--- config.mk ---
export PLATFORM = sky130hd
export DESIGN_NAME = led_fade_driver
export DESIGN_NICKNAME = d
export VERILOG_FILES = /design/src/rtl/led_fade_pkg.sv /design/src/rtl/led_fade_driver_channel.sv /design/src/rtl/led_fade_driver.sv
export SDC_FILE = /design/constraint.sdc
export NUM_CORES = 1
export LEC_CHECK = 0
export CAP_MARGIN = 20
export CORE_MARGIN = 2
export CORE_UTILIZATION = 55
export CTS_CLUSTER_DIAMETER = 80
export DETAILED_ROUTE_END_ITERATION = 16
export PLACE_DENSITY = 0.68
export RECOVER_POWER = 25
export SLEW_MARGIN = 10
export SYNTH_ARGS = -nofsm -noshare
export SYNTH_HDL_FRONTEND = slang
export SYNTH_HIERARCHICAL = 1
export SYNTH_SLANG_ARGS = --single-unit
--- constraint.sdc ---
create_clock -name CLOCK_50 -period 6.3 [get_ports CLOCK_50]
set_input_delay 0.63 -clock CLOCK_50 [delete_from_list [all_inputs] [get_ports CLOCK_50]]
set_output_delay 0.63 -clock CLOCK_50 [all_outputs]
set_load 0.1 [all_outputs]
--- src/rtl/led_fade_pkg.sv ---
// led_fade_pkg
// Shared types and defaults for the LED fade output stage.
//   chan_state_e : per-channel fade state (OFF, RISE, ON, FALL)
//   DEFAULT_*    : default PWM width, prescaler divide and step size
//   maxLevel()   : full-brightness level for a given PWM width
package led_fade_pkg;

  typedef enum logic [1:0] {
    OFF  = 2'd0,
    RISE = 2'd1,
    ON   = 2'd2,
    FALL = 2'd3
  } chan_state_e;

  localparam int DEFAULT_PWM_BITS  = 8;
  localparam int DEFAULT_STEP_DIV  = 48828;
  localparam int DEFAULT_STEP_SIZE = 1;

  function automatic int maxLevel(input int bits);
    return (1 << bits) - 1;
  endfunction

endpackage

--- src/rtl/led_fade_driver_channel.sv ---
// fade_channel
// One LED channel: saturating level ramp toward 0 or MAX, the fade FSM and
// the registered PWM output stage.
// Optional macro LED_FADE_GAMMA_EN selects a squared duty curve; otherwise
// the duty equals the level.
// Ports:
//   clock_i      clock
//   reset_ni     asynchronous active-low reset
//   stepTick_i   one-cycle strobe that advances the ramp and FSM
//   target_i     1 = fade toward MAX, 0 = fade toward 0
//   pwmCnt_i     shared free-running PWM counter
//   led_o        registered PWM output
//   inMotion_o   high while the channel is in RISE or FALL
module fade_channel
  import led_fade_pkg::*;
#(
  parameter int PWM_BITS  = DEFAULT_PWM_BITS,
  parameter int STEP_SIZE = DEFAULT_STEP_SIZE
) (
  input  logic                clock_i,
  input  logic                reset_ni,
  input  logic                stepTick_i,
  input  logic                target_i,
  input  logic [PWM_BITS-1:0] pwmCnt_i,
  output logic                led_o,
  output logic                inMotion_o
);

  localparam logic [PWM_BITS-1:0] MAX_LEVEL = PWM_BITS'(maxLevel(PWM_BITS));
  localparam logic [PWM_BITS:0]   STEP_W    = (PWM_BITS+1)'(STEP_SIZE);

  chan_state_e         state_q, state_d;
  logic [PWM_BITS-1:0] level_q, level_d;
  logic                led_q;
  logic [PWM_BITS-1:0] duty;
  logic [PWM_BITS:0]   levelW, targetW, sumW, floorW, diffW;

  // Ramp arithmetic is one bit wider than the level so that adding or
  // subtracting the step can be clamped at the target instead of wrapping.
  always_comb begin
    levelW  = {1'b0, level_q};
    targetW = target_i ? {1'b0, MAX_LEVEL} : '0;
    sumW    = levelW + STEP_W;
    floorW  = targetW + STEP_W;
    diffW   = levelW - STEP_W;
    level_d = level_q;
    if (levelW < targetW) begin
      level_d = (sumW > targetW) ? targetW[PWM_BITS-1:0] : sumW[PWM_BITS-1:0];
    end else if (levelW > targetW) begin
      level_d = (levelW >= floorW) ? diffW[PWM_BITS-1:0] : targetW[PWM_BITS-1:0];
    end
  end

  // The state follows the level that this tick produces, so a ramp that
  // reaches its end point settles on the same tick as the final step.
  always_comb begin
    state_d = state_q;
    case (state_q)
      OFF: begin
        if (target_i) state_d = (level_d == MAX_LEVEL) ? ON : RISE;
      end
      RISE: begin
        if (!target_i)                  state_d = (level_d == '0) ? OFF : FALL;
        else if (level_d == MAX_LEVEL)  state_d = ON;
      end
      ON: begin
        if (!target_i) state_d = (level_d == '0) ? OFF : FALL;
      end
      FALL: begin
        if (target_i)             state_d = (level_d == MAX_LEVEL) ? ON : RISE;
        else if (level_d == '0)   state_d = OFF;
      end
      default: state_d = OFF;
    endcase
  end

`ifdef LED_FADE_GAMMA_EN
  logic [2*PWM_BITS-1:0] levelSq;

  // Squared perceptual curve: keep the upper half of level*level.
  always_comb begin
    levelSq = {{PWM_BITS{1'b0}}, level_q} * {{PWM_BITS{1'b0}}, level_q};
    duty    = PWM_BITS'(levelSq >> PWM_BITS);
  end
`else
  always_comb begin
    duty = level_q;
  end
`endif

  // Level and state move only on a step tick; the LED is re-evaluated every
  // cycle, forced fully on or off at the ends of the range.
  always_ff @(posedge clock_i or negedge reset_ni) begin
    if (!reset_ni) begin
      state_q <= OFF;
      level_q <= '0;
      led_q   <= 1'b0;
    end else begin
      if (stepTick_i) begin
        level_q <= level_d;
        state_q <= state_d;
      end
      if (level_q == MAX_LEVEL) begin
        led_q <= 1'b1;
      end else if (level_q == '0) begin
        led_q <= 1'b0;
      end else begin
        led_q <= (pwmCnt_i < duty);
      end
    end
  end

  assign led_o      = led_q;
  assign inMotion_o = (state_q == RISE) || (state_q == FALL);

endmodule

--- src/rtl/led_fade_driver.sv ---
// led_fade_driver
// Board LED output stage: turns per-LED on/off vectors into smooth PWM fades.
// Optional macro LED_FADE_GAMMA_EN (handled in fade_channel) selects a
// squared duty curve.
// Ports:
//   CLOCK_50   50 MHz system clock
//   RESET_N    asynchronous active-low reset
//   in_green   target on/off vector, green bank
//   in_red     target on/off vector, red bank
//   enable     1 = fades advance, 0 = levels frozen (PWM keeps running)
//   LEDG       PWM-driven green LEDs
//   LEDR       PWM-driven red LEDs
//   busy       high while any channel is mid-fade
module led_fade_driver
  import led_fade_pkg::*;
#(
  parameter int NUM_LEDS  = 8,
  parameter int PWM_BITS  = DEFAULT_PWM_BITS,
  parameter int STEP_DIV  = DEFAULT_STEP_DIV,
  parameter int STEP_SIZE = DEFAULT_STEP_SIZE
) (
  input  logic                CLOCK_50,
  input  logic                RESET_N,
  input  logic [NUM_LEDS-1:0] in_green,
  input  logic [NUM_LEDS-1:0] in_red,
  input  logic                enable,
  output logic [NUM_LEDS-1:0] LEDG,
  output logic [NUM_LEDS-1:0] LEDR,
  output logic                busy
);

  localparam int               CNT_W     = (STEP_DIV > 1) ? $clog2(STEP_DIV) : 1;
  localparam logic [CNT_W-1:0] STEP_LAST = CNT_W'(STEP_DIV - 1);

  logic [CNT_W-1:0]      stepCnt_q, stepCnt_d;
  logic [PWM_BITS-1:0]   pwmCnt_q;
  logic [NUM_LEDS-1:0]   green_q, red_q;
  logic                  busy_q;
  logic                  stepTick;
  logic [2*NUM_LEDS-1:0] target, ledBits, inMotion;

  // The prescaler only advances while enabled, so a frozen fade resumes
  // with the same tick spacing it had when it stopped.
  always_comb begin
    stepTick  = enable && (stepCnt_q == STEP_LAST);
    stepCnt_d = stepCnt_q;
    if (enable) begin
      stepCnt_d = (stepCnt_q == STEP_LAST) ? '0 : stepCnt_q + 1'b1;
    end
  end

  // Input capture, free-running PWM counter and the aggregated busy flag.
  always_ff @(posedge CLOCK_50 or negedge RESET_N) begin
    if (!RESET_N) begin
      stepCnt_q <= '0;
      pwmCnt_q  <= '0;
      green_q   <= '0;
      red_q     <= '0;
      busy_q    <= 1'b0;
    end else begin
      stepCnt_q <= stepCnt_d;
      pwmCnt_q  <= pwmCnt_q + 1'b1;
      green_q   <= in_green;
      red_q     <= in_red;
      busy_q    <= |inMotion;
    end
  end

  assign target = {red_q, green_q};

  for (genvar i = 0; i < 2*NUM_LEDS; i++) begin : gChan
    fade_channel #(
      .PWM_BITS  (PWM_BITS),
      .STEP_SIZE (STEP_SIZE)
    ) uChan (
      .clock_i    (CLOCK_50),
      .reset_ni   (RESET_N),
      .stepTick_i (stepTick),
      .target_i   (target[i]),
      .pwmCnt_i   (pwmCnt_q),
      .led_o      (ledBits[i]),
      .inMotion_o (inMotion[i])
    );
  end

  assign LEDG = ledBits[NUM_LEDS-1:0];
  assign LEDR = ledBits[2*NUM_LEDS-1:NUM_LEDS];
  assign busy = busy_q;

endmodule

### Yosys cells after proc, flatten, opt, wreduce, memory -nomap -nowiden

Index checks and enable logic that the tools add are counted.

* $add $sub $neg: 50
* $lt $le $gt $ge: 80
* equal/unequal tests: 145
* muxes and demuxes: 257
* reduce and logical (&&, ||, !) cells: 82

Operators by type and width (number)
* 8-bit two-way mux: 80
* 8-bit equality test, second input constant: 32
* 8-bit logical NOT: 32
* 2-bit two-way mux: 128
* 8-bit by 1-bit adder with 9-bit output, second input constant: 16
* 9-bit by 1-bit adder with 9-bit output, second input constant: 16
* 8-bit by 9-bit >= comparator with 1-bit output: 16
* 8-bit by 9-bit greater-than comparator with 1-bit output: 16
* 9-bit greater-than comparator: 16
* 8-bit by 9-bit < comparator with 1-bit output: 16
* 8-bit < comparator: 16
* 2-bit one-hot mux with 4 select lines: 16
* 8-bit by 1-bit subtractor with 8-bit output, second input constant: 16
* 3-bit by 2-bit inequality test with 1-bit output, second input constant: 32
* 5-bit AND reduction: 16
* 2-bit equality test, second input constant: 32
* 2-bit inequality test, second input constant: 32
* 2-bit by 1-bit equality test with 1-bit output, second input constant: 16
* 2-bit logical NOT: 16
* 1-bit two-way mux: 32
* 16-bit by 1-bit adder with 16-bit output, second input constant: 1
* 16-bit equality test, second input constant: 1
* 1-bit logical OR: 16
* 16-bit two-way mux: 1
* other kinds (3): 3

* register bits after elaboration: 217
* logic and storage cells: 667

### Longest topological paths before layout

Gate-level depths: netlist of run 1.

* word-level depth: 10
* mapped depth: 16
* depth with buffers taken out: 14

### By module

The synthesis of run 1 kept the hierarchy.

By module, submodules not included
* fade_channel at gChan[15].uChan ...: times used 7, cells an instance 215, area each 1863.0 µm²
* fade_channel at gChan[10].uChan ...: times used 5, cells an instance 214, area each 1869.3 µm²
* fade_channel at gChan[6].uChan: times used 1, cells an instance 223, area each 1819.2 µm²
* fade_channel at gChan[7].uChan: times used 1, cells an instance 201, area each 1775.5 µm²
* fade_channel at gChan[9].uChan: times used 1, cells an instance 219, area each 1744.2 µm²
* fade_channel at gChan[0].uChan: times used 1, cells an instance 212, area each 1739.2 µm²
* led_fade_driver: times used 1, cells an instance 131, area each 1607.8 µm²

### Worst setup path after synthesis of run 1

OpenSTA, ideal clock, no wires.

* path type: register to register
* start: reg gChan[10].uChan.level_q[2]
* end: reg gChan[10].uChan.state_q[1]
* setup time: 0.129 ns
* arrival time: 3.400 ns
* slack: 2.771 ns
* cell stages (with the launch flop): 16
* cells stage by stage: dfrtp_1 > buf_4 > and3_1 > buf_6 > nand3_1 > nor3_1 > xnor2_1 > ha_1 > nand3_1 > nor3_1 > a211oi_2 > o211a_1 > a2111oi_0 > nand3_1 > nor4_2 > o2bb2ai_1

* word-level cells in the longest chain between the ends: 8
* elaborated cells between the ends (all ways): 22
* those cells by class: add/sub: 2; order compare: 4; eq/ne: 3; mux: 11; reduce/logical: 2

Ends and longest elaborated chain
* start, declared: RTL line led_fade_driver_channel.sv:33 `logic [PWM_BITS-1:0] level_q, level_d;`
* start signal, assigned: RTL line led_fade_driver_channel.sv:100 `level_q <= level_d;`
* 8-bit by 1-bit adder with 9-bit output (tied with other cells): RTL line led_fade_driver_channel.sv:43 `sumW = levelW + STEP_W;`
* 9-bit greater-than comparator or 8-bit two-way mux (tied branches): RTL line led_fade_driver_channel.sv:48, led_fade_driver_channel.sv:50
* 8-bit two-way mux (on tied branches): RTL line led_fade_driver_channel.sv:48, led_fade_driver_channel.sv:49
* 8-bit two-way mux (*): RTL line led_fade_driver_channel.sv:47 `if (levelW < targetW) begin`
* 8-bit equality test or 8-bit logical NOT (tied branches)
* 2-bit two-way mux (on tied branches) (2 in a row)
* 2-bit one-hot mux with 4 select lines: RTL line led_fade_driver_channel.sv:58 `case (state_q)`
* end signal, assigned: RTL line led_fade_driver_channel.sv:101 `state_q <= state_d;`
* end, declared: RTL line led_fade_driver_channel.sv:32 `chan_state_e state_q, state_d;`

Mark *: on every way between the ends. The rest lies on a longest branch, timed or not. The select of a mux whose other input is x is not followed.
A chain may end at the register's enable or synchronous reset.

### Worst setup path in the final report of run 1

* start: reg gChan[2].uChan.level_q[2]
* end: reg gChan[2].uChan.state_q[0]

* word-level cells in the longest chain between the ends: 8
* elaborated cells between the ends (all ways): 22
* those cells by class: add/sub: 2; order compare: 4; eq/ne: 3; mux: 11; reduce/logical: 2

Ends and longest elaborated chain (RTL line)
* start, declared: led_fade_driver_channel.sv:33
* start signal, assigned: led_fade_driver_channel.sv:100
* 8-bit by 1-bit adder with 9-bit output (tied with other cells): led_fade_driver_channel.sv:43
* 9-bit greater-than comparator or 8-bit two-way mux (tied branches): led_fade_driver_channel.sv:48, led_fade_driver_channel.sv:50
* 8-bit two-way mux (on tied branches): led_fade_driver_channel.sv:48, led_fade_driver_channel.sv:49
* 8-bit two-way mux (*): led_fade_driver_channel.sv:47
* 8-bit equality test or 8-bit logical NOT (tied branches)
* 2-bit two-way mux (on tied branches) (2 in a row)
* 2-bit one-hot mux with 4 select lines: led_fade_driver_channel.sv:58
* end signal, assigned: led_fade_driver_channel.sv:101
* end, declared: led_fade_driver_channel.sv:32

Marks and branches as above.

==> results of run 1 <==
-- final cells by class --
class | count | area share, %
multi-input cells | 2950 | 72.66
flip-flops and latches | 217 | 16.76
clock inverters | 15 | 0.6024
repair buffers | 49 | 1.514
inverters | 211 | 2.444
clock buffers | 47 | 3.097
well taps | 756 | 2.919
-- worst max-delay path, stage by stage, from the launching register on --
cell                        delay, ps
sky130_fd_sc_hd__dfrtp_1          700
sky130_fd_sc_hd__and3_2           350
sky130_fd_sc_hd__nand3_2          110
sky130_fd_sc_hd__nor3_1           220
sky130_fd_sc_hd__xnor2_1          200
sky130_fd_sc_hd__ha_1             310
sky130_fd_sc_hd__and2_1           190
sky130_fd_sc_hd__a221oi_2         310
sky130_fd_sc_hd__o21ai_2          120
sky130_fd_sc_hd__o211a_2          310
sky130_fd_sc_hd__a2111oi_0        810
sky130_fd_sc_hd__nand3_1          190
sky130_fd_sc_hd__nor4_2           290
sky130_fd_sc_hd__a211oi_1         110
-- cells by family after synthesis --
kind of cell    share of synthesized area, %
mux                                  0.03221
fa+ha+maj                              18.12
compound gates                         27.27
flops                                  17.48
buf+inv                                6.769
simple gates                           25.15
xor+xnor                               5.186
-- state kept, by name, indices dropped and copies added (netlist names) --
register	count
gChan.uChan/led_o	16
gChan.uChan/state_q	32
gChan.uChan/duty	128
pwmCnt_q	8
stepCnt_q	16
red_q	8
busy	1
green_q	8
-- metal layers --
metal | GRT usage [%] | wire, microns | up-vias
met5 | 0 | 12 | -
met2 | 49.31 | 41480 | 961
met1 | 40.13 | 40300 | 13830
li1 | - | - | 13550
met4 | 11.96 | 3257 | 2
met3 | 2.897 | 4641 | 229
-- Yosys cell counts (27+ instances only) --
| library cell | number |
|---|---|
| sky130_fd_sc_hd__inv_1 | 198 |
| sky130_fd_sc_hd__o21ai_0 | 96 |
| sky130_fd_sc_hd__ha_1 | 450 |
| sky130_fd_sc_hd__buf_6 | 45 |
| sky130_fd_sc_hd__xnor2_1 | 132 |
| sky130_fd_sc_hd__nand2_1 | 148 |
| sky130_fd_sc_hd__a2111oi_0 | 27 |
| sky130_fd_sc_hd__nor2_1 | 272 |
| sky130_fd_sc_hd__o21bai_1 | 28 |
| sky130_fd_sc_hd__xor2_1 | 52 |
| sky130_fd_sc_hd__a21oi_1 | 169 |
| sky130_fd_sc_hd__nand3_1 | 114 |
| sky130_fd_sc_hd__a221oi_1 | 99 |
| sky130_fd_sc_hd__nand4_1 | 49 |
| sky130_fd_sc_hd__clkbuf_1 | 50 |
| sky130_fd_sc_hd__buf_4 | 40 |
| sky130_fd_sc_hd__or4_4 | 33 |
| sky130_fd_sc_hd__nand2b_1 | 60 |
| sky130_fd_sc_hd__nor3_1 | 62 |
| sky130_fd_sc_hd__a21o_1 | 127 |
| sky130_fd_sc_hd__a211oi_1 | 33 |
| sky130_fd_sc_hd__dfrtp_1 | 217 |
| sky130_fd_sc_hd__nor4_2 | 47 |
| sky130_fd_sc_hd__a21oi_2 | 28 |
| sky130_fd_sc_hd__nor4_1 | 117 |
| sky130_fd_sc_hd__o21ai_1 | 70 |
-- power groups by stage --
stage / combinational, mW / clock (mW) / sequential, mW
2_1_floorplan: 0.591 / 0 / 1.47
3_3_place_gp: 0.740 / 0 / 1.48
3_5_place_dp: 0.758 / 0 / 1.48
4_1_cts: 0.761 / 2.10 / 1.46
5_1_grt: 0.853 / 2.15 / 1.47
6_report: 0.770 / 2.04 / 1.46
-- how the worst max path moves through the flow --
stage | endpoint | cells past startpoint
final | gChan[2].uChan/state_q[0] | 13
after global routing | gChan[12].uChan/state_q[0] | 13
after CTS | gChan[2].uChan/state_q[0] | 13
after detailed placement | gChan[2].uChan/state_q[1] | 13
after global placement | gChan[2].uChan/state_q[1] | 13
after floorplan | gChan[10].uChan/state_q[1] | 15
==> flow_summary.json, run 1 <==
{
  "timing.reg2reg.setup_slack_ps": 1930,
  "die_area_sq_mm": 0.05841,
  "layout.cells.most_common": "sky130_fd_sc_hd__ha_1",
  "post-dp-hpwl_mm": 65.32,
  "dr.pass1.iters": 7,
  "ys_ff_latch": 217,
  "crit_path_end_kind": "flip-flop",
  "drive_above_1_share_pct": 13.38,
  "grt_max_degree": 134,
  "number_of_antenna_violations_at_the_first_check_in_global_routing": 1,
  "totalWireLength_mm": 89.69,
  "leakage_nw": 13.65,
  "p_int_mw": 2.994,
  "die-width_microns": 241.7,
  "final_cell_mix": "450 x sky130_fd_sc_hd__ha_1, 272 x sky130_fd_sc_hd__nor2_1, 216 x sky130_fd_sc_hd__dfrtp_1",
  "grt_first_pass_wirelength_mm": 146.5,
  "synth_top_flop_cell": "sky130_fd_sc_hd__dfrtp_1",
  "number_of_buffers_added_to_fix_hold_violations_after_cts": 0,
  "place.detailed.instances": 4182,
  "syn-cell-area_sq_mm": 0.03107,
  "fp.dieH_microns": 241.7,
  "finish.instance_area_sq_mm": 0.03240,
  "grt_pass1_vias": 27520,
  "total_cts_buffers": 35,
  "area.growth.synth_to_final_pct": 4.272,
  "post_cts_resize_count": 0,
  "power_frac_clock_pct": 47.8,
  "num-nets-final": 3933,
  "timing.fmax_ghz": 0.2289,
  "seq_area_frac_synth_pct": 17.48,
  "yosys-top-cells-area": "sky130_fd_sc_hd__ha_1 18%, sky130_fd_sc_hd__dfrtp_1 17%, sky130_fd_sc_hd__xnor2_1 3.7%",
  "core.rowCount": 87,
  "power.density_cell_area_mw_per_mm2": 131.9,
  "groute.usage.overall_pct": 29.86,
  "finalWorstSetupSlack_ps": 1932,
  "power_switching_mw": 1.279,
  "area_used_by_multi_input_combinational_logic_sq_mm": 0.02354,
  "worst_slew_margin_rel_pct": 31.12,
  "finalClockSkew_ps": 14.31,
  "vias": 28570,
  "initial_utilization_pct": 55.32,
  "worst_ep_required_time_ps": 6690,
  "drc": 0,
  "finalWorstPathRequiredPeriod_ps": 4368,
  "fin_worst_hold_slack_ps": 122.4,
  "path_max_fanout": 13,
  "place_ws_ps": 1947,
  "rsz0062_at_grt": "no",
  "worst_skew_pair.late_latency_ps": 550,
  "num-fill-cells": 5114,
  "hold_viol": 0,
  "design_power_total_mw": 4.273,
  "postSynthAreaPerCell_sq_um": 8.726,
  "r2r-end": "gChan[2].uChan/state_q[0]",
  "drtAntennaViolNets": 0,
  "clock_tree.buffer_depth": 3,
  "power.switching_fraction_pct": 29.93,
  "routed_via_density": 6.730,
  "vdd_drop_max_uv": 177.9,
  "hold_path.class": "in -> async",
  "outcome": "complete, no violations",
  "cp.arrival_ps": 4760,
  "final-seq-area_sq_mm": 0.005431,
  "synthesis.instances": 3561,
  "async_flop_share_pct": 100.0,
  "setup.worst_path.start_class": "flip-flop",
  "synth-edff-count": 0,
  "cts-root-buf": "sky130_fd_sc_hd__clkbuf_16",
  "netlist.area_leader.share_pct": 18.12,
  "port_buffers": 35,
  "final-setup-viol-count": 0,
  "timing.setup.critical_path_class": "reg -> reg",
  "number_of_placed_i_o_pins": 36,
  "core_area_sq_mm": 0.05617,
  "tightestPinTransition_ps": 1007,
  "syn-num-nets": 4030,
  "clk_transition_reported_paths_ps": 60,
  "cts_setup_buffers": 0,
  "final_util_pct": 57.69,
  "post_synth_top_area_cell": "sky130_fd_sc_hd__ha_1",
  "rr_worst_depth": 13,
  "ys_types": 121,
  "yosys_warnings": 6,
  "antenna_cells": 0,
  "report.final.slew_viol_count": 0,
  "detailed_place.area_sq_mm": 0.03119,
  "fin_setup_tns_ps": 0,
  "p_comb_share_pct": 18.0,
  "initialDrtViolationCount": 1940,
  "cts_tree": "built",
  "finish.cell_count_without_fillers": 4245,
  "h-tree-depth": 2,
  "gr-total-overflow": 0,
  "globalplace.congestion": 0.9349,
  "tritoncts_num_sinks": 217,
  "finalCritPeriodShare_pct": 69.34,
  "max-cap-violations": 0,
  "routed_wire_length_per_instance_microns": 21.13,
  "startpoint": "gChan[2].uChan/duty[2]",
  "r2r_start": "gChan[2].uChan/duty[2]",
  "power_frac_seq_pct": 34.2
}
No activity file was read; power rests on OpenSTA's default activity.
==> run 2: changes to the inputs <==
PLACE_DENSITY = 0.71   (was 0.68)
clock period = 3.8 ns   (was 6.3 ns; I/O delays follow)
==> flow_summary.json, run 2 (synthesis gave the netlist of run 1 again) <==
{
  "globalplace.congestion": 0.9890,
  "clk_transition_reported_paths_ps": 60,
  "port_buffers": 35,
  "area.growth.synth_to_final_pct": 13.52,
  "design_power_total_mw": 7.029,
  "die_area_sq_mm": 0.05841,
  "cts_tree": "built",
  "worst_ep_required_time_ps": 4220,
  "worst_slew_margin_rel_pct": -53.32,
  "timing.setup.critical_path_class": "reg -> reg",
  "vias": 29540,
  "drtAntennaViolNets": 0,
  "power.density_cell_area_mw_per_mm2": 199.3,
  "grt_max_degree": 85,
  "startpoint": "gChan[4].uChan/duty[1]",
  "fp.dieH_microns": 241.7,
  "place.detailed.instances": 4492,
  "initialDrtViolationCount": 2481,
  "hold_path.class": "in -> reg",
  "core_area_sq_mm": 0.05617,
  "report.final.slew_viol_count": 84,
  "clock_tree.buffer_depth": 3,
  "fin_worst_hold_slack_ps": 379.2,
  "r2r_start": "gChan[4].uChan/duty[1]",
  "cts-root-buf": "sky130_fd_sc_hd__clkbuf_16",
  "h-tree-depth": 2,
  "final-setup-viol-count": 0,
  "dr.pass1.iters": 5,
  "leakage_nw": 15.25,
  "drc": 0,
  "final_cell_mix": "446 x sky130_fd_sc_hd__ha_1, 327 x sky130_fd_sc_hd__buf_4, 272 x sky130_fd_sc_hd__nor2_1",
  "outcome": "finished with violations",
  "hold_viol": 0,
  "core.rowCount": 87,
  "worst_hold_path_startpoint": "in_green[6]",
  "grt_pass1_vias": 28120,
  "finalClockSkew_ps": 20.42,
  "timing.fmax_ghz": 0.2748,
  "groute.usage.overall_pct": 29.73,
  "failed_checks": "capacitance limit, slew limit",
  "number_of_antenna_violations_at_the_first_check_in_global_routing": 0,
  "vdd_drop_max_uv": 285.9,
  "number_of_placed_i_o_pins": 36,
  "grt_first_pass_wirelength_mm": 146.7,
  "total_cts_buffers": 34,
  "num-fill-cells": 4978,
  "drive_above_1_share_pct": 22.61,
  "finalCritPeriodShare_pct": 95.76,
  "worst_skew_pair.late_latency_ps": 550,
  "post-dp-hpwl_mm": 66.78,
  "finalWorstPathRequiredPeriod_ps": 3639,
  "max-cap-violations": 1,
  "path_max_fanout": 6,
  "die-width_microns": 241.7,
  "tritoncts_num_sinks": 217,
  "gr-total-overflow": 0,
  "routed_via_density": 6.477,
  "crit_path_end_kind": "flip-flop",
  "initial_utilization_pct": 55.32,
  "setup.worst_path.start_class": "flip-flop",
  "antenna_cells": 0,
  "totalWireLength_mm": 90.14,
  "cp.arrival_ps": 4050,
  "tightestPinTransition_ps": 2300,
  "largest_reg_flops": 128,
  "finish.cell_count_without_fillers": 4560,
  "num-nets-final": 4251,
  "layout.cells.most_common": "sky130_fd_sc_hd__ha_1",
  "routed_wire_length_per_instance_microns": 19.77
}
==> run 2: cell count changes in the layout (fill, tap and decap cells not counted), moves of 11 or more <==
cell,before,now
sky130_fd_sc_hd__a2111oi_0,27,15
sky130_fd_sc_hd__buf_4,11,327
sky130_fd_sc_hd__nor4_4,21,32
sky130_fd_sc_hd__nor4_1,117,87
sky130_fd_sc_hd__nor4_2,47,66
sky130_fd_sc_hd__a2111oi_2,3,15
==> run 2: metrics by stage <==
step | setup WS, ps | instance area, sq um | TNS (ps) | utilization, %
2_1_floorplan | 271.0 | 31070 | 0 | -
3_3_place_gp | 122.7 | 33560 | 0 | 59.74
3_5_place_dp | 26.62 | 33560 | 0 | 59.74
4_1_cts | 10.75 | 34680 | 0 | 61.74
5_1_grt | -38.05 | 35280 | -117.4 | 62.80
6_report | 161.3 | 35280 | 0 | 62.80
==> run 2: worst paths after layout <==
check | to | cells after the start | slack [ps]
setup / recovery | gChan[4].uChan/state_q[0] | 13 | 160
min in group asynchronous | green_q[1] | 2 | 1020
setup reg to reg | gChan[4].uChan/state_q[0] | 13 | 160
hold reg to reg | stepCnt_q[14] | 1 | 520
hold / removal | green_q[6] | 1 | 380
max in group asynchronous | gChan[13].uChan/duty[3] | 3 | 640
==> run 2: routing by layer <==
| metal | GRT usage, % | part of all wire [%] | vias up |
|---|---|---|---|
| met2 | 48.39 | 46 | 1068 |
| met3 | 3.263 | 5.8 | 236 |
| met5 | 0 | 0 | - |
| met1 | 40.91 | 45 | 14080 |
| li1 | - | - | 14150 |
| met4 | 10.20 | 3.3 | 0 |
==> run 2: repair_timing <==
action / in CTS / in global routing
setup buffers: 0 / 9
hold buffers: 1 / 0
resized for setup: 0 / 105
endpoints found under the hold margin: 82 / 0
setup endpoints to repair: 0 / 25
==> run 2: critical path, stage by stage, from the launching register on <==
cell                       delay, ps
sky130_fd_sc_hd__dfrtp_2         430
sky130_fd_sc_hd__and3_2          240
sky130_fd_sc_hd__nand3_2         120
sky130_fd_sc_hd__nor3_1          200
sky130_fd_sc_hd__xnor2_1         190
sky130_fd_sc_hd__ha_1            340
sky130_fd_sc_hd__and2_1          230
sky130_fd_sc_hd__a221oi_4        300
sky130_fd_sc_hd__nor2_1          170
sky130_fd_sc_hd__buf_4           170
sky130_fd_sc_hd__o41ai_1         610
sky130_fd_sc_hd__or4_1           220
sky130_fd_sc_hd__and4_2          240
sky130_fd_sc_hd__a211oi_1         70
==> run 2: area by class of cell <==
type	instances	area, sq um	area share (%)
Clock buffer	46	977.2	2.770
Tap cell	756	945.9	2.682
Clock inverter	12	136.4	0.3866
Timing Repair Buffer	368	2898	8.215
Sequential cell	217	5441	15.43
Multi-Input combinational cell	2950	24080	68.28
Inverter	211	792.0	2.245
==> run 2: report_power, final <==
group | internal [mW] | leakage, nW | switching, mW
logic | 0.598 | 12.1 | 0.875
registers | 2.35 | 2.58 | 0.0503
clock network | 1.95 | 0.551 | 1.21
==> run 3: changes to the inputs <==
CORE_ASPECT_RATIO = 1.1   (was not set)
==> flow_summary.json, run 3 (synthesis gave the netlist of run 1 again) <==
{
  "cp.arrival_ps": 4100,
  "max-cap-violations": 1,
  "hold_path.class": "in -> reg",
  "total_cts_buffers": 31,
  "worst_hold_path_startpoint": "in_green[0]",
  "cts_tree": "built",
  "report.final.slew_viol_count": 90,
  "finalCritPeriodShare_pct": 95.45,
  "drive_above_1_share_pct": 22.41,
  "worst_ep_required_time_ps": 4270,
  "cts-root-buf": "sky130_fd_sc_hd__clkbuf_16",
  "area.growth.synth_to_final_pct": 13.70,
  "clock_tree.buffer_depth": 3,
  "setup.worst_path.start_class": "flip-flop",
  "groute.usage.overall_pct": 29.80,
  "failed_checks": "capacitance limit, slew limit",
  "worst_skew_pair.late_latency_ps": 610,
  "routed_wire_length_per_instance_microns": 19.62,
  "final-setup-viol-count": 0,
  "r2r_start": "gChan[13].uChan/duty[0]",
  "initialDrtViolationCount": 2361,
  "vias": 29610,
  "routed_via_density": 6.501,
  "grt_pass1_vias": 28170,
  "startpoint": "gChan[13].uChan/duty[0]",
  "largest_reg_flops": 128,
  "worst_slew_margin_rel_pct": -66.65,
  "dr.pass1.iters": 5,
  "core.rowCount": 91,
  "tightestPinTransition_ps": 2500,
  "finalWorstSetupSlack_ps": 173.0,
  "gr-total-overflow": 0,
  "h-tree-depth": 1,
  "place_ws_ps": -120.8,
  "final_cell_mix": "447 x sky130_fd_sc_hd__ha_1, 329 x sky130_fd_sc_hd__buf_4, 271 x sky130_fd_sc_hd__nor2_1",
  "hold_viol": 0,
  "die_area_sq_mm": 0.05842,
  "drc": 0,
  "post-dp-hpwl_mm": 66.94,
  "num-nets-final": 4255,
  "grt_max_degree": 92,
  "clk_transition_reported_paths_ps": 60,
  "die-width_microns": 230.6,
  "power.density_cell_area_mw_per_mm2": 206.5,
  "finalClockSkew_ps": 20.26,
  "number_of_placed_i_o_pins": 36,
  "timing.setup.critical_path_class": "reg -> reg",
  "antenna_cells": 0,
  "outcome": "finished with violations",
  "tritoncts_num_sinks": 217,
  "grt_first_pass_wirelength_mm": 145.2,
  "core_area_sq_mm": 0.05602,
  "path_max_fanout": 10,
  "initial_utilization_pct": 55.47,
  "totalWireLength_mm": 89.35,
  "vdd_drop_max_uv": 283.1,
  "fp.dieH_microns": 253.3,
  "globalplace.congestion": 0.9704,
  "crit_path_end_kind": "flip-flop",
  "finalWorstPathRequiredPeriod_ps": 3627,
  "fin_setup_tns_ps": 0,
  "timing.fmax_ghz": 0.2757,
  "number_of_antenna_violations_at_the_first_check_in_global_routing": 0,
  "leakage_nw": 15.32,
  "drtAntennaViolNets": 0,
  "port_buffers": 35,
  "layout.cells.most_common": "sky130_fd_sc_hd__ha_1"
}
==> run 3: cell types whose count changed in the layout (fill, tap and decap cells not counted), sizes merged <==
cell / previous run / this run
clkbuf: 48 / 34
bufinv: 2 / 9
buf: 331 / 339
inv: 216 / 217
clkinvlp: 0 / 4
==> run 3: per-layer routing <==
metal	up-vias	share of wire, %	global-route usage (%)
li1	14190	-	-
met1	14150	43	38.68
met2	1037	48	51.88
met3	237	5.4	2.872
met4	0	3.4	9.733
met5	-	0	0
==> run 3: worst max-delay path, cell delays in order, from the launching register on <==
cell and delay, ps:
sky130_fd_sc_hd__dfrtp_1 450, sky130_fd_sc_hd__and3_1 230, sky130_fd_sc_hd__nand3_1 110, sky130_fd_sc_hd__nor3_1 190, sky130_fd_sc_hd__xnor2_1 120, sky130_fd_sc_hd__ha_1 300, sky130_fd_sc_hd__nand3_1 220, sky130_fd_sc_hd__nor3_4 330
sky130_fd_sc_hd__a211oi_4 100, sky130_fd_sc_hd__o211a_1 370, sky130_fd_sc_hd__a2111oi_1 450, sky130_fd_sc_hd__buf_4 210, sky130_fd_sc_hd__nand3_1 80, sky130_fd_sc_hd__nor4_2 190, sky130_fd_sc_hd__o2bb2ai_1 120
==> run 3: path summary, 6_finish.rpt <==
check	cells past startpoint	endpoint	slack, ps
min in group asynchronous	2	gChan[4].uChan/led_o	1030
setup / recovery	14	gChan[13].uChan/state_q[1]	170
hold reg to reg	1	stepCnt_q[14]	490
hold / removal	1	green_q[0]	330
max in group asynchronous	2	pwmCnt_q[6]	1030
setup reg to reg	14	gChan[13].uChan/state_q[1]	170
==> run 3: metrics by stage <==
stage          hold slack [ps]  instances  power, mW  utilization (%)  instance area (sq um)
2_1_floorplan            84.41       3561      3.413                -                  31070
3_3_place_gp             464.4       4488      3.841            60.07                  33650
3_5_place_dp             474.8       4488      3.856            60.07                  33650
4_1_cts                  192.4       4546      7.308            62.22                  34860
5_1_grt                  323.2       4554      7.600            63.07                  35330
6_report                 330.4       4554      7.297            63.07                  35330
==> run 3: final cells by class <==
type	instances	area, sq um
well taps	744	930.9
flip-flops and latches	217	5443
repair buffers	375	3025
fillers	4899	20690
clock buffers	33	803.3
clock inverters	24	386.6
multi-input cells	2950	23950
inverters	211	792.0
==> run 3: where the power goes <==
part           total [mW]  leakage [nW]  internal [mW]  switching, mW
sequential           2.40          2.58           2.35         0.0518
clock                3.42         0.574           2.15           1.26
combinational        1.48          12.2          0.612          0.865
total                7.30          15.3           5.12           2.18
==> run 3: timing repair <==
action,in CTS,in global routing
resized for setup,2,81
endpoints found under the setup margin,2,25
hold buffers,1,0
cloned,0,0
pin swaps,0,6
buffers inserted,0,8
hold endpoints to repair,88,0
